**src/rtl/cam_capture_ctrl.sv**
```systemverilog
// cam_capture_ctrl: one-frame camera capture sequencer with a FIFO write side
// and a valid/ready drain side. The optional frame counter output o_frame_cnt
// is built only when CAM_FRAME_CNT_EN is defined.
module cam_capture_ctrl #(
  parameter int DW        = 8,
  parameter int BCNT_W    = 11,
  parameter int LCNT_W    = 10,
  parameter int EXP_BYTES = 1280,
  parameter int EXP_LINES = 480
) (
  input  logic          i_pclk,
  input  logic          i_rst,
  input  logic          i_start,
  input  logic          i_abort,
  input  logic          i_cam_vsync,
  input  logic          i_cam_href,
  input  logic [DW-1:0] i_cam_data,
  input  logic          i_fifo_full,
  input  logic          i_fifo_empty,
  input  logic [DW-1:0] i_fifo_dout,
  output logic          o_fifo_wr,
  output logic          o_fifo_rd,
  output logic [DW-1:0] o_fifo_din,
  output logic [DW-1:0] o_out_data,
  output logic          o_out_valid,
  input  logic          i_out_ready,
  output logic          o_busy,
  output logic          o_done,
  output logic          o_ovf,
`ifdef CAM_FRAME_CNT_EN
  output logic [15:0]   o_frame_cnt,
`endif
  output logic          o_frame_err
);

  typedef enum logic [2:0] {S_IDLE, S_ARM, S_SYNC, S_CAPTURE, S_FLUSH} state_t;

  localparam logic [BCNT_W-1:0] L_EXP_B = BCNT_W'(EXP_BYTES);
  localparam logic [LCNT_W-1:0] L_EXP_L = LCNT_W'(EXP_LINES);

  state_t              r_state;
  logic                r_vs_d, r_href_d;
  logic [BCNT_W-1:0]   r_bcnt;
  logic [LCNT_W-1:0]   r_lcnt;
  logic                r_done, r_ovf, r_err;
  logic [DW-1:0]       r_out_data;
  logic                r_out_valid;

  logic                w_vs_rise, w_vs_fall, w_href_fall, w_cap, w_flush_done, w_fifo_rd;
  logic [BCNT_W-1:0]   w_bcnt_inc;
  logic [LCNT_W-1:0]   w_lcnt_inc, w_lcnt_eff;

  assign w_vs_rise    = i_cam_vsync & ~r_vs_d;
  assign w_vs_fall    = ~i_cam_vsync & r_vs_d;
  assign w_href_fall  = ~i_cam_href & r_href_d;
  assign w_cap        = (r_state == S_CAPTURE);
  assign w_bcnt_inc   = (&r_bcnt) ? r_bcnt : r_bcnt + 1'b1;
  assign w_lcnt_inc   = (&r_lcnt) ? r_lcnt : r_lcnt + 1'b1;
  // a line closing on the same edge vsync rises still counts toward the frame
  assign w_lcnt_eff   = w_href_fall ? w_lcnt_inc : r_lcnt;
  assign w_flush_done = (r_state == S_FLUSH) & ~i_abort & i_fifo_empty & ~r_out_valid;

  // gated by reset so nothing leaks to the FIFO while the block is held in reset
  assign o_fifo_wr   = w_cap & i_cam_href & ~i_fifo_full;
  assign o_fifo_din  = i_rst ? i_cam_data : '0;
  assign w_fifo_rd   = i_rst & ~i_fifo_empty & (~r_out_valid | i_out_ready);
  assign o_fifo_rd   = w_fifo_rd;
  assign o_out_data  = r_out_data;
  assign o_out_valid = r_out_valid;
  assign o_busy      = (r_state != S_IDLE);
  assign o_done      = r_done;
  assign o_ovf       = r_ovf;
  assign o_frame_err = r_err;

  // frame sequencer, geometry counters and sticky status flags
  always_ff @(posedge i_pclk or negedge i_rst) begin
    if (!i_rst) begin
      r_state  <= S_IDLE;
      r_vs_d   <= 1'b0;
      r_href_d <= 1'b0;
      r_bcnt   <= '0;
      r_lcnt   <= '0;
      r_done   <= 1'b0;
      r_ovf    <= 1'b0;
      r_err    <= 1'b0;
    end else begin
      r_vs_d   <= i_cam_vsync;
      r_href_d <= i_cam_href;
      r_done   <= 1'b0;
      if (i_abort) begin
        r_state <= S_IDLE;
      end else begin
        case (r_state)
          S_IDLE: if (i_start) begin
            r_state <= S_ARM;
            r_ovf   <= 1'b0;
            r_err   <= 1'b0;
            r_bcnt  <= '0;
            r_lcnt  <= '0;
          end
          S_ARM:  if (w_vs_rise) r_state <= S_SYNC;
          S_SYNC: if (w_vs_fall) r_state <= S_CAPTURE;
          S_CAPTURE: begin
            if (i_cam_href) begin
              // dropped bytes still count toward line length
              r_bcnt <= w_bcnt_inc;
              if (i_fifo_full) r_ovf <= 1'b1;
            end else if (w_href_fall) begin
              if (r_bcnt != L_EXP_B) r_err <= 1'b1;
              r_bcnt <= '0;
              r_lcnt <= w_lcnt_inc;
            end
            if (w_vs_rise) begin
              r_state <= S_FLUSH;
              // an open line at frame end is not counted and is an error
              if (i_cam_href || (w_lcnt_eff != L_EXP_L)) r_err <= 1'b1;
            end
          end
          S_FLUSH: if (w_flush_done) begin
            r_state <= S_IDLE;
            r_done  <= 1'b1;
          end
          default: r_state <= S_IDLE;
        endcase
      end
    end
  end

  // one-entry output register: refilled from the FIFO whenever empty or being taken
  always_ff @(posedge i_pclk or negedge i_rst) begin
    if (!i_rst) begin
      r_out_data  <= '0;
      r_out_valid <= 1'b0;
    end else if (w_fifo_rd) begin
      r_out_data  <= i_fifo_dout;
      r_out_valid <= 1'b1;
    end else if (r_out_valid && i_out_ready) begin
      r_out_valid <= 1'b0;
    end
  end

`ifdef CAM_FRAME_CNT_EN
  logic [15:0] r_frame_cnt;
  assign o_frame_cnt = r_frame_cnt;

  // completed-frame counter; aborted frames never reach the done transition
  always_ff @(posedge i_pclk or negedge i_rst) begin
    if (!i_rst)            r_frame_cnt <= '0;
    else if (w_flush_done) r_frame_cnt <= r_frame_cnt + 16'd1;
  end
`endif

endmodule
```
**config.mk**
```make
export PLATFORM = sky130hd
export DESIGN_NAME = cam_capture_ctrl
export DESIGN_NICKNAME = d
export VERILOG_FILES = /design/src/rtl/cam_capture_ctrl.sv
export SDC_FILE = /design/constraint.sdc
export NUM_CORES = 1
export LEC_CHECK = 0
export BUFFER_PORTS_ARGS = -buffer_cell sky130_fd_sc_hd__buf_2
export CAP_MARGIN = 15
export CORE_MARGIN = 2
export CORE_UTILIZATION = 30
export DETAILED_ROUTE_END_ITERATION = 7
export PLACE_DENSITY = 0.5
export REMOVE_ABC_BUFFERS = 1
export SLEW_MARGIN = 0
export SYNTH_ARGS = -nofsm -noshare
export SYNTH_HDL_FRONTEND = slang
export SYNTH_SLANG_ARGS = --single-unit
export TNS_END_PERCENT = 5
```
**constraint.sdc**
```tcl
create_clock -name i_pclk -period 1.76 [get_ports i_pclk]
set_clock_uncertainty 0.1 [all_clocks]
set_input_delay 0.176 -clock i_pclk [delete_from_list [all_inputs] [get_ports i_pclk]]
set_output_delay 0.176 -clock i_pclk [all_outputs]
set_load 0.005 [all_outputs]
```
Word-level counts from Yosys, hierarchy flattened
Cells that the tools add are included.
- muxes and demuxes: 33
- equality and inequality tests: 17
- add/subtract/negate cells: 2
- reductions and logical operators: 13
- bitwise gates (word level): 18
- operators with widths (operator ; number):
    2-to-1 mux 11 bit ; 4
    2-to-1 mux 10 bit ; 4
    one-hot mux 11 bit (2 select lines) ; 1
    != test 3 bit (second input constant) ; 7
    one-hot mux 10 bit (2 select lines) ; 1
    2-to-1 mux 3 bit ; 6
    one-hot mux 3 bit (5 select lines) ; 1
    AND reduction 5 bit ; 3
    2-to-1 mux 1 bit ; 13
    adder 11 x 1 -> 11 bit (second input constant) ; 1
    != test 11 bit (second input constant) ; 1
    AND reduction 11 bit ; 1
    adder 10 x 1 -> 10 bit (second input constant) ; 1
    AND 1 bit ; 10
    != test 10 x 9 -> 1 bit (second input constant) ; 1
    AND reduction 10 bit ; 1
    2-to-1 mux 8 bit ; 1
    != test 2 bit (second input constant) ; 4
    NOT 1 bit ; 7
    equality test 3 x 2 -> 1 bit (second input constant) ; 2
    one-hot mux 1 bit (2 select lines) ; 2
    AND reduction 4 bit ; 1
    nonzero test 2 bit ; 2
    equality test 3 x 1 -> 1 bit (second input constant) ; 1
    other kinds (7) ; 7
- output and inout bits: 23
- logic and storage cells: 93
- register bits: 38

Longest topological paths before layout
Gate-level depths: netlist of the first run.
- depth after elaboration: 8
- depth in mapped cells: 8
- mapped depth without buffers: 8

Least setup slack after synthesis of the first run
OpenSTA, ideal clock, no wires.
- kind: reg2reg
- from: register r_lcnt[0]
- to: register r_err, in the netlist o_frame_err
- stages on the path, launching flop included: 8
- setup slack: -0.118 ns
- data required time: 1.529 ns
- path buffers: 0
- arrival: 1.646 ns
- cell sequence: dfrtp_1 > ha_1 > and4_4 > nand2_1 > nand2_1 > mux2_1 > nor4_1 > a21oi_1
- longest elaborated chain between the ends: 8
- elaborated cells on any way between the ends: 9
- RTL lines (item ; RTL line ; source):
    start: declaration ; 44 ; logic [LCNT_W-1:0] r_lcnt;
    start signal: assignment ; 111 ; r_lcnt <= w_lcnt_inc;
    adder 10 x 1 -> 10 bit / AND reduction 10 bit (equally long branches) ; 58 ; assign w_lcnt_inc = (&r_lcnt) ? r_lcnt : r_lcnt + 1'b1;
    2-to-1 mux 10 bit ; 58 ;
    2-to-1 mux 10 bit * ; -- ;
    != test 10 x 9 -> 1 bit * ; 116 ; if (i_cam_href || (w_lcnt_eff != L_EXP_L)) r_err <= 1'b1;
    logical OR 1 bit * ; 116 ;
    2-to-1 mux 1 bit * ; 116 ;
    2-to-1 mux 1 bit * ; 113 ; if (w_vs_rise) begin
    one-hot mux 1 bit (2 select lines) * ; 93 ; case (r_state)
    end signal: assignment ; 97 ; r_err <= 1'b0;
    end signal: assignment ; 109 ; if (r_bcnt != L_EXP_B) r_err <= 1'b1;
    end signal: assignment ; 116 ;
    end: declaration ; 45 ; logic r_done, r_ovf, r_err;
Every way passes the cells marked *; elsewhere a longest branch is shown, timed or not.
A chain may end at the register's enable or synchronous reset.

Worst setup path in the final report of the first run
- from: register r_lcnt[1]
- to: register r_err, in the netlist o_frame_err
Same word-level chain as after synthesis.

==> results of run 1 <==
## per-stage QoR
step	area, um^2	TNS (ps)	cells	hold slack [ps]	worst slack, ps
final	3170	-45.5	431	7.37	-45.5
after floorplan	2120	-262	225	-220	-118
after CTS	3000	-99.5	427	0.238	-72.9
after global routing	3170	-909	431	0.715	-156
after detailed placement	2810	-261	415	114	-129
after global placement	2810	-205	415	123	-88.6
## cell usage in the layout, fill, tap and decap left out, types with 7 or more instances in the layout
cell,synthesis,layout
and2_1,9,9
o21ai_0,13,10
buf_4,2,40
dfrtp_1,38,38
nand2_1,22,17
a31oi_1,8,7
buf_2,2,47
inv_1,8,8
nand3_1,14,14
a21oi_1,11,9
buf_6,2,7
nor2_1,21,19
mux2_2,9,8
xor2_1,7,7
## power breakdown
part / internal [mW] / switching [mW]
clock: 0.422 / 0.348
sequential: 0.920 / 0.0261
combinational: 0.164 / 0.150
## state kept, by name, indices dropped and copies added (netlist names)
register and cells:
o_ovf 1, r_state 3, r_href_d 1, o_done 1, r_bcnt 11, o_out_valid 1
r_lcnt 10, o_frame_err 1, o_out_data 8, r_vs_d 1
## repair_timing
item | in CTS | in global routing
cloned | 0 | 0
pin swaps | 2 | 14
resized for setup | 10 | 30
buffers inserted | 0 | 3
endpoints found under the setup margin | 10 | 22
endpoints found under the hold margin | 18 | 1
hold buffers | 4 | 1
## final cells by class
class | instances | share of cell area [%]
clock buffers | 5 | 2.17
clock inverters | 3 | 1.42
inverters | 8 | 0.947
multi-input cells | 179 | 40.6
flip-flops and latches | 38 | 30.0
well taps | 99 | 3.91
repair buffers | 99 | 21.0
## Yosys cell counts, types with 5 or more instances
cell     number  area, um^2
a21oi_1      11        55.1
a31oi_1       8        50.1
and2_1        9        56.3
and3_1        5        31.3
dfrtp_1      38         951
inv_1         8        30.0
mux2_2        9         101
nand2_1      22        82.6
nand3_1      14        70.1
nor2_1       21        78.8
nor3_1        6        30.0
o21ai_0      13        65.1
xor2_1        7        61.3
## final timing paths
path	start	endpoint	slack [ps]	cells after the start
worst max-delay path	r_lcnt[1]	o_frame_err	-50	7
worst min-delay path	i_fifo_dout[0]	o_out_data[0]	7	2
worst max register to register	r_lcnt[1]	o_frame_err	-50	7
worst min register to register	o_out_data[6]	o_out_data[6]	410	1
max in group asynchronous	i_rst	o_out_valid	640	4
min in group asynchronous	i_rst	r_bcnt[2]	330	3
## kinds of logic (layout without fill, tap and decap cells)
group / count (synthesis) / in the layout
flops: 38 / 38
compound gates: 51 / 51
xor+xnor: 9 / 9
buf+inv: 17 / 115
fa+ha+maj: 3 / 3
simple gates: 106 / 106
mux: 10 / 10
## worst max-delay path, cell delays in order (launching register included)
cell	delay, ps
dfrtp_1	380
ha_2	180
and4_4	250
buf_6	110
a31oi_4	60
mux2_4	280
nor4_4	240
a21oi_1	90
## per-layer routing
layer  track usage (%)  part of all wire (%)  wire, um  vias to the layer above
li1                  -                     -         -                     1033
met1              20.5                    47      2710                     1016
met2              23.7                    47      2690                       49
met3              3.14                   4.4       252                        7
met4              4.21                   1.2        69                        0
met5                 0                     0         0                        -
==> out/metrics.yaml, run 1 <==
outcome: "finished, violations left"
failed_checks: "negative setup slack"
pin_count: 48
worstSetupStartpointType: "flip-flop"
synth_adder_area_share_pct: 1.72
antenna_violations_before_repair: 0
setup_viol_count_final: 1
starting_drc_count_in_detailed_routing: 101
fin_util_pct: 44.4
synth.cell_area_um2: 2180
io_buffers: 47
diodes: 0
grt_remaining_overflow: 0
worst_ep_arrival_ps: 1880
routed-via-count: 2105
fmax_mhz: 554
cp_data_required_time_ps: 1840
peakVddDrop_mv: 0.295
period_needed_ps: 1810
post_synth_mux_area_share_pct: 5.16
placement_rows: 31
final_slew_violations: 0
initial_utilization_pct: 30.6
slew_headroom_pct: 76.7
timing_worst_setup_path_type: "reg2reg"
via_per_inst: 4.88
detailedRoute.firstPassIterationCount: 4
report.power.total_mw: 2.03
drive_above_1_share_pct: 42.8
multi_input_area_um2: 1290
worst_hold_path_type: "in2reg"
numClockSinks: 38
synth-compound-area-share_pct: 15.8
async_flop_share_pct: 100
p_leak_nw: 1.48
clock_root_buffer: "clkbuf_8"
core_ar_um2: 7140
postSynthCellCount: 234
cp_max_fo: 3
maxCapViolations: 0
clock_tree_from_tritoncts: "done"
cts_htree_levels: 2
postRouteAntennaNets: 0
layout.nets: 359
area_growth_pct: 45.4
first_global_vias: 1920
ys.warnings.count: 0
groute.usage.overall_pct: 14.9
drt-total-wl_um: 5730
clk_pin_slew_worst_paths_ps: 80
floorplan.die.height_um: 89.3
drcViolationCount: 0
power_per_cell_area_nw_per_um2: 640
simple_gate_share_of_the_synthesized_area_pct: 25.9
final_min_period_over_clock_period_pct: 103
most_used_flip_flop_cell_after_synthesis: "dfrtp_1"
synth-edff-count: 0
die_x_um: 89.3
post_synth.cell_area_avg_um2: 9.32
setup.worst_path.end_class: "flip-flop"
grt_max_degree: 25
worstMarginPinSlew_ps: 348
rsz0062_at_grt: "yes"
gp_congestion: 0.861
design.die.area_um2: 7970
ff_latch_area_um2: 951
seq_area_frac_synth_pct: 43.6
fillerInstances: 717
grt_first_pass_wirelength_um: 9140
numCtsBuffers: 5
synthXorXnorAreaFrac_pct: 3.61
ys_types: 55
detailedPlacementHpwl_um: 4230
finalHoldViolCount: 0
wl_per_cell_um: 13.3
cts-root-to-sink-buffers: 2
number_of_register_bits_inferred_by_synthesis: 38
clock_latency_ps: 290
combinational_family_with_the_most_area_after_synthesis: "simple AND/OR/NAND/NOR gates"
finalWorstSetupSlack_ps: -45.5
Power figures use the tool's default switching activity.
==> run 2, diff against run 1 <==
--- a/config.mk
+++ b/config.mk
@@ -7,8 +7,10 @@
 export LEC_CHECK = 0
 export BUFFER_PORTS_ARGS = -buffer_cell sky130_fd_sc_hd__buf_2
 export CAP_MARGIN = 15
+export CORE_ASPECT_RATIO = 1.5
 export CORE_MARGIN = 2
 export CORE_UTILIZATION = 30
+export CTS_BUF_LIST = sky130_fd_sc_hd__clkbuf_4 sky130_fd_sc_hd__clkbuf_8
 export DETAILED_ROUTE_END_ITERATION = 7
 export PLACE_DENSITY = 0.5
 export REMOVE_ABC_BUFFERS = 1
==> out/metrics.yaml, run 2 (same netlist as run 1, synthesis figures left out) <==
outcome: "finished, violations left"
failed_checks: "negative setup slack"
preCtsSetupSlack_ps: -240  # -111 ps
final_min_period_over_clock_period_pct: 100  # -2.3 points
starting_drc_count_in_detailed_routing: 112  # +11%
grt_first_pass_wirelength_um: 10100  # +10%
fillerInstances: 691  # -3.6%
p_switching_uw: 540  # +3.0%
ff_latch_area_um2: 952  # +0.13%
most-common-layout-cells: "buf_2 (47), buf_4 (45), dfrtp_1 (37)"
drcViolationCount: 0  # unchanged
period_needed_ps: 1760  # -40.8 ps
maxCapViolations: 0  # unchanged
clock_latency_ps: 300  # about the same
report.power.total_mw: 2.21  # +8.9%
setup.worst_path.end_class: "flip-flop"
drt-total-wl_um: 6370  # +11%
grt_remaining_overflow: 0  # unchanged
layout.cells.most_common: "buf_2"
core_ar_um2: 7130  # about the same
timing.hold.ws_ps: 16.3  # +8.89 ps
diodes: 0  # unchanged
placedInstanceArea_um2: 2790  # -0.58%
internal_power_mw: 1.67  # +11%
floorplan.die.height_um: 108  # +21%
slew_headroom_pct: 72.8  # -3.9 points
finalWorstSetupSlack_ps: -4.68  # +40.8 ps
placement_rows: 38  # +23%
cts-root-to-sink-buffers: 2  # unchanged
cp_max_fo: 4  # +1
grt_max_degree: 31  # +24%
post_layout_nonfiller_instances: 422  # -2.1%
numCtsBuffers: 5  # unchanged
crit_slowest_cell: "dfrtp_1"
final_slew_violations: 0  # unchanged
worstSetupStartpointType: "flip-flop"
setup_viol_count_final: 1  # unchanged
comb_power_share_pct: 15.4  # about the same
clock_tree_from_tritoncts: "done"
worst_ep_arrival_ps: 1860  # -20 ps
fin_util_pct: 46.5  # +2.0 points
clock_root_buffer: "clkbuf_8"
numClockSinks: 38  # unchanged
detailedRoute.firstPassIterationCount: 4  # unchanged
first_global_vias: 2197  # +14%
area_growth_pct: 51.9
initial_utilization_pct: 30.6  # about the same
rsz0062_at_grt: "yes"
cp_top_family: "simple AND/OR/NAND/NOR gates"
finalHoldViolCount: 0  # unchanged
groute.usage.overall_pct: 16.5  # +1.6 points
ordered_list_of_cells_on_the_worst_path: "ha_2 -> and4_4 -> a31oi_1 -> mux2_2 -> nor4_4 -> a21oi_1"
gp_congestion: 0.876  # +1.7%
detailedPlacementHpwl_um: 4530  # +7.1%
seqPwrFrac_pct: 42.7  # -3.9 points
worst_path_largest_cell_delay_ps: 370  # about the same
antenna_violations_before_repair: 0  # unchanged
switching_share_pct: 24.4  # -1.4 points
power_per_cell_area_nw_per_um2: 667  # +4.2%
pin_count: 48  # unchanged
fin_tns_setup_ps: -4.68  # +40.8 ps
peakVddDrop_mv: 0.377  # +28%
io_buffers: 47  # unchanged
wl_per_cell_um: 15.1  # +14%
share_clk_of_total_power_pct: 41.8  # +3.9 points
placed_cells_incl_taps: 397  # -4.3%
postRouteAntennaNets: 0  # unchanged
clk_pin_slew_worst_paths_ps: 90  # about the same
max_flop_register: "r_bcnt"
via_per_inst: 5.21  # +6.6%
routed-via-count: 2197  # +4.4%
worstMarginPinSlew_ps: 408  # +60.0 ps
final_cell_area_um2: 3310  # +4.5%
critical_path.n_buffers_inverters: 0  # -1
die_x_um: 73.6  # -18%
cp_data_required_time_ps: 1850  # about the same
multi_input_area_um2: 1350  # +4.5%
drive_above_1_share_pct: 45.9  # +3.1 points
layout.nets: 369  # +2.8%
fmax_mhz: 567  # +2.3%
worst_hold_path_type: "in2reg"
cts_htree_levels: 2  # unchanged
timing_worst_setup_path_type: "reg2reg"
p_leak_nw: 1.51  # +2.5%
largest_reg_flops: 11  # unchanged
design.die.area_um2: 7980  # +0.18%
==> run 2: cell count changes in the layout (fill, tap and decap cells not counted), sizes merged <==
cell / delta
buf: +3
bufinv: +1
clkinv: +1
clkinvlp: -2
dlygate4sd3: +6
o21ai: +1
==> run 2: power groups by stage <==
stage	clock (mW)	sequential (mW)	combinational, mW
after floorplan	0	0.968	0.116
after global placement	0	0.961	0.291
after detailed placement	0	0.962	0.293
after CTS	0.939	0.945	0.324
after global routing	0.973	0.950	0.379
final	0.924	0.945	0.341
==> run 2: timing repair <==
action | 4_1_cts | 5_1_grt
hold buffers | 11 | 0
setup endpoints to repair | 19 | 21
hold endpoints to repair | 19 | 0
pin swaps | 8 | 19
resized for setup | 17 | 30
buffers inserted | 3 | 2
gates cloned | 1 | 0
==> run 2: worst paths after layout <==
kind	from	endpoint	slack, ps	cells past startpoint
min in group asynchronous	i_rst	o_out_data[3]	290	3
hold / removal	i_fifo_dout[2]	o_out_data[2]	20	2
setup reg to reg	r_lcnt[1]	o_frame_err	-5	6
hold reg to reg	o_out_data[6]	o_out_data[6]	410	1
setup / recovery	r_lcnt[1]	o_frame_err	-5	6
max in group asynchronous	i_rst	r_lcnt[7]	610	4
==> run 2: area by class of cell <==
class | count | area share (%)
Multi-Input combinational cell | 180 | 40.6
Sequential cell | 38 | 28.7
Timing Repair Buffer | 108 | 22.6
Tap cell | 80 | 3.02
Clock buffer | 5 | 2.08
Clock inverter | 3 | 2.08
Inverter | 8 | 0.906
==> run 2: layer usage <==
layer	wire length [um]	global-route usage [%]	vias up	part of all wire (%)
met2	3470	29.9	49	55
li1	-	-	1057	-
met1	2510	17.9	1077	39
met3	203	2.89	14	3.2
met5	0	0	-	0
met4	178	7.79	0	2.8
==> run 3, diff against run 2 <==
--- a/config.mk
+++ b/config.mk
@@ -9,10 +9,10 @@
 export CAP_MARGIN = 15
 export CORE_ASPECT_RATIO = 1.5
 export CORE_MARGIN = 2
-export CORE_UTILIZATION = 30
+export CORE_UTILIZATION = 34
 export CTS_BUF_LIST = sky130_fd_sc_hd__clkbuf_4 sky130_fd_sc_hd__clkbuf_8
 export DETAILED_ROUTE_END_ITERATION = 7
-export PLACE_DENSITY = 0.5
+export PLACE_DENSITY = 0.55
 export REMOVE_ABC_BUFFERS = 1
 export SLEW_MARGIN = 0
 export SYNTH_ARGS = -nofsm -noshare
==> out/metrics.yaml, run 3 (same netlist as run 1, synthesis figures left out) <==
outcome: "finished, violations left"
failed_checks: "negative hold slack, negative setup slack"
setup_viol_count_final: 5  # +4
detailedPlacementHpwl_um: 4260  # -5.9%
slew_headroom_pct: 64.3  # -8.5 points
clk_pin_slew_worst_paths_ps: 90  # about the same
antenna_violations_before_repair: 0  # unchanged
routed-via-count: 2158  # -1.8%
report.power.total_mw: 2.01  # -9.2%
placement_rows: 35  # -7.9%
post_layout_nonfiller_instances: 409  # -3.1%
setup.worst_path.end_class: "flip-flop"
cts-root-to-sink-buffers: 2  # unchanged
pin_count: 48  # unchanged
via_per_inst: 5.28  # +1.3%
worst_hold_path_type: "in2async"
multi_input_area_um2: 1270  # -5.7%
worst_ep_arrival_ps: 1880  # +20 ps
clock_latency_ps: 290  # about the same
die_x_um: 69.4  # -5.7%
fin_util_pct: 50.9  # +4.4 points
grt_first_pass_wirelength_um: 9680  # -4.0%
floorplan.die.height_um: 102  # -5.8%
cp_max_fo: 4  # unchanged
crit_start: "r_bcnt[0]"
io_buffers: 47  # unchanged
regToRegStartpoint: "r_bcnt[0]"
final_min_period_over_clock_period_pct: 103  # +2.4 points
timing_worst_setup_path_type: "reg2reg"
initial_utilization_pct: 35.3  # +4.7 points
gp_congestion: 0.895  # +2.1%
cp_data_required_time_ps: 1830  # -20 ps
cts_hold_buf: 3  # -8
max_flop_register: "r_bcnt"
wl_per_cell_um: 14.5  # -3.9%
r2r_end: "o_frame_err"
drive_above_1_share_pct: 44.8  # -1.1 points
finalWorstSetupSlack_ps: -47.1  # -42.5 ps
placed_cells_incl_taps: 394  # -0.76%
numClockSinks: 38  # unchanged
cts_htree_levels: 2  # unchanged
largest_reg_flops: 11  # unchanged
design.die.area_um2: 7080  # -11%
peakVddDrop_mv: 0.319  # -16%
period_needed_ps: 1810  # +42.5 ps
clock_tree_from_tritoncts: "done"
clock_root_buffer: "clkbuf_8"
worst-r2r-setup-slack_ps: -50  # -40 ps
fin_tns_setup_ps: -79.9  # -75.2 ps
core_ar_um2: 6170  # -13%
worst-r2r-cell-count: 8  # +2
final_slew_violations: 0  # unchanged
layout.nets: 362  # -1.9%
drt-total-wl_um: 5930  # -6.9%
p_leak_nw: 1.47  # -3.2%
ff_latch_area_um2: 953  # +0.13%
grt_remaining_overflow: 0  # unchanged
groute.usage.overall_pct: 17.0  # +0.53 points
first_global_vias: 2129  # -3.1%
placedInstanceArea_um2: 2810  # +0.54%
power_per_cell_area_nw_per_um2: 639  # -4.2%
final_cell_area_um2: 3140  # -5.2%
grt_max_degree: 47  # +52%
finalHoldViolCount: 38  # +38
detailedRoute.firstPassIterationCount: 4  # unchanged
area_growth_pct: 44.1
timing.hold.ws_ps: -141  # -157 ps
worstMarginPinSlew_ps: 536  # +128 ps
most-common-layout-cells: "buf_2 (47), buf_4 (47), dfrtp_1 (36)"
postRouteAntennaNets: 0  # unchanged
rsz0062_at_grt: "yes"
preCtsSetupSlack_ps: -240  # +0.347 ps
starting_drc_count_in_detailed_routing: 141  # +26%
drcViolationCount: 0  # unchanged
fillerInstances: 578  # -16%
diodes: 0  # unchanged
worstSetupStartpointType: "flip-flop"
fmax_mhz: 553  # -2.3%
numCtsBuffers: 5  # unchanged
maxCapViolations: 0  # unchanged
==> run 3: how the worst max path moves through the flow <==
stage | endpoint | slack, ps | depth (start not counted)
detailed placement | o_frame_err | -240 | 7
global placement | o_frame_err | -180 | 7
floorplan | o_frame_err | -120 | 7
CTS | o_frame_err | -80 | 8
finish | o_frame_err | -50 | 8
global route | o_frame_err | -180 | 6
==> run 3: layout make-up <==
cell class              count  share of cell area, %
clock buffers               5                   2.19
well taps                  74                   2.95
flip-flops and latches     38                   30.3
multi-input cells         179                   40.4
inverters                   8                  0.956
repair buffers            102                   21.7
clock inverters             3                   1.43
==> run 3: worst max-delay path, stage by stage (launching register included) <==
cell and delay, ps:
dfrtp_1 420, inv_1 70, ha_1 160, nor4b_4 190
nand4b_1 140, a21oi_2 180, o311ai_1 110, nor3_1 250
a21oi_2 80
==> run 3: report_power, final <==
group / internal, mW / switching [mW] / leakage (nW)
registers: 0.920 / 0.0240 / 0.501
logic: 0.162 / 0.150 / 0.914
clock network: 0.422 / 0.330 / 0.0504
==> run 3: repair_timing <==
action	4_1_cts	5_1_grt
resized for setup	8	33
pin swaps	5	19
endpoints found under the hold margin	42	38
gates cloned	0	0
endpoints found under the setup margin	21	20
setup buffers	3	1
==> run 3: layer usage <==
| metal | share of wire [%] | up-vias | track usage, % |
|---|---|---|---|
| met5 | 0 | - | 0 |
| met1 | 38 | 1016 | 18.6 |
| li1 | - | 1044 | - |
| met3 | 5.1 | 18 | 3.35 |
| met4 | 2.5 | 0 | 7.69 |
| met2 | 54 | 80 | 31.6 |
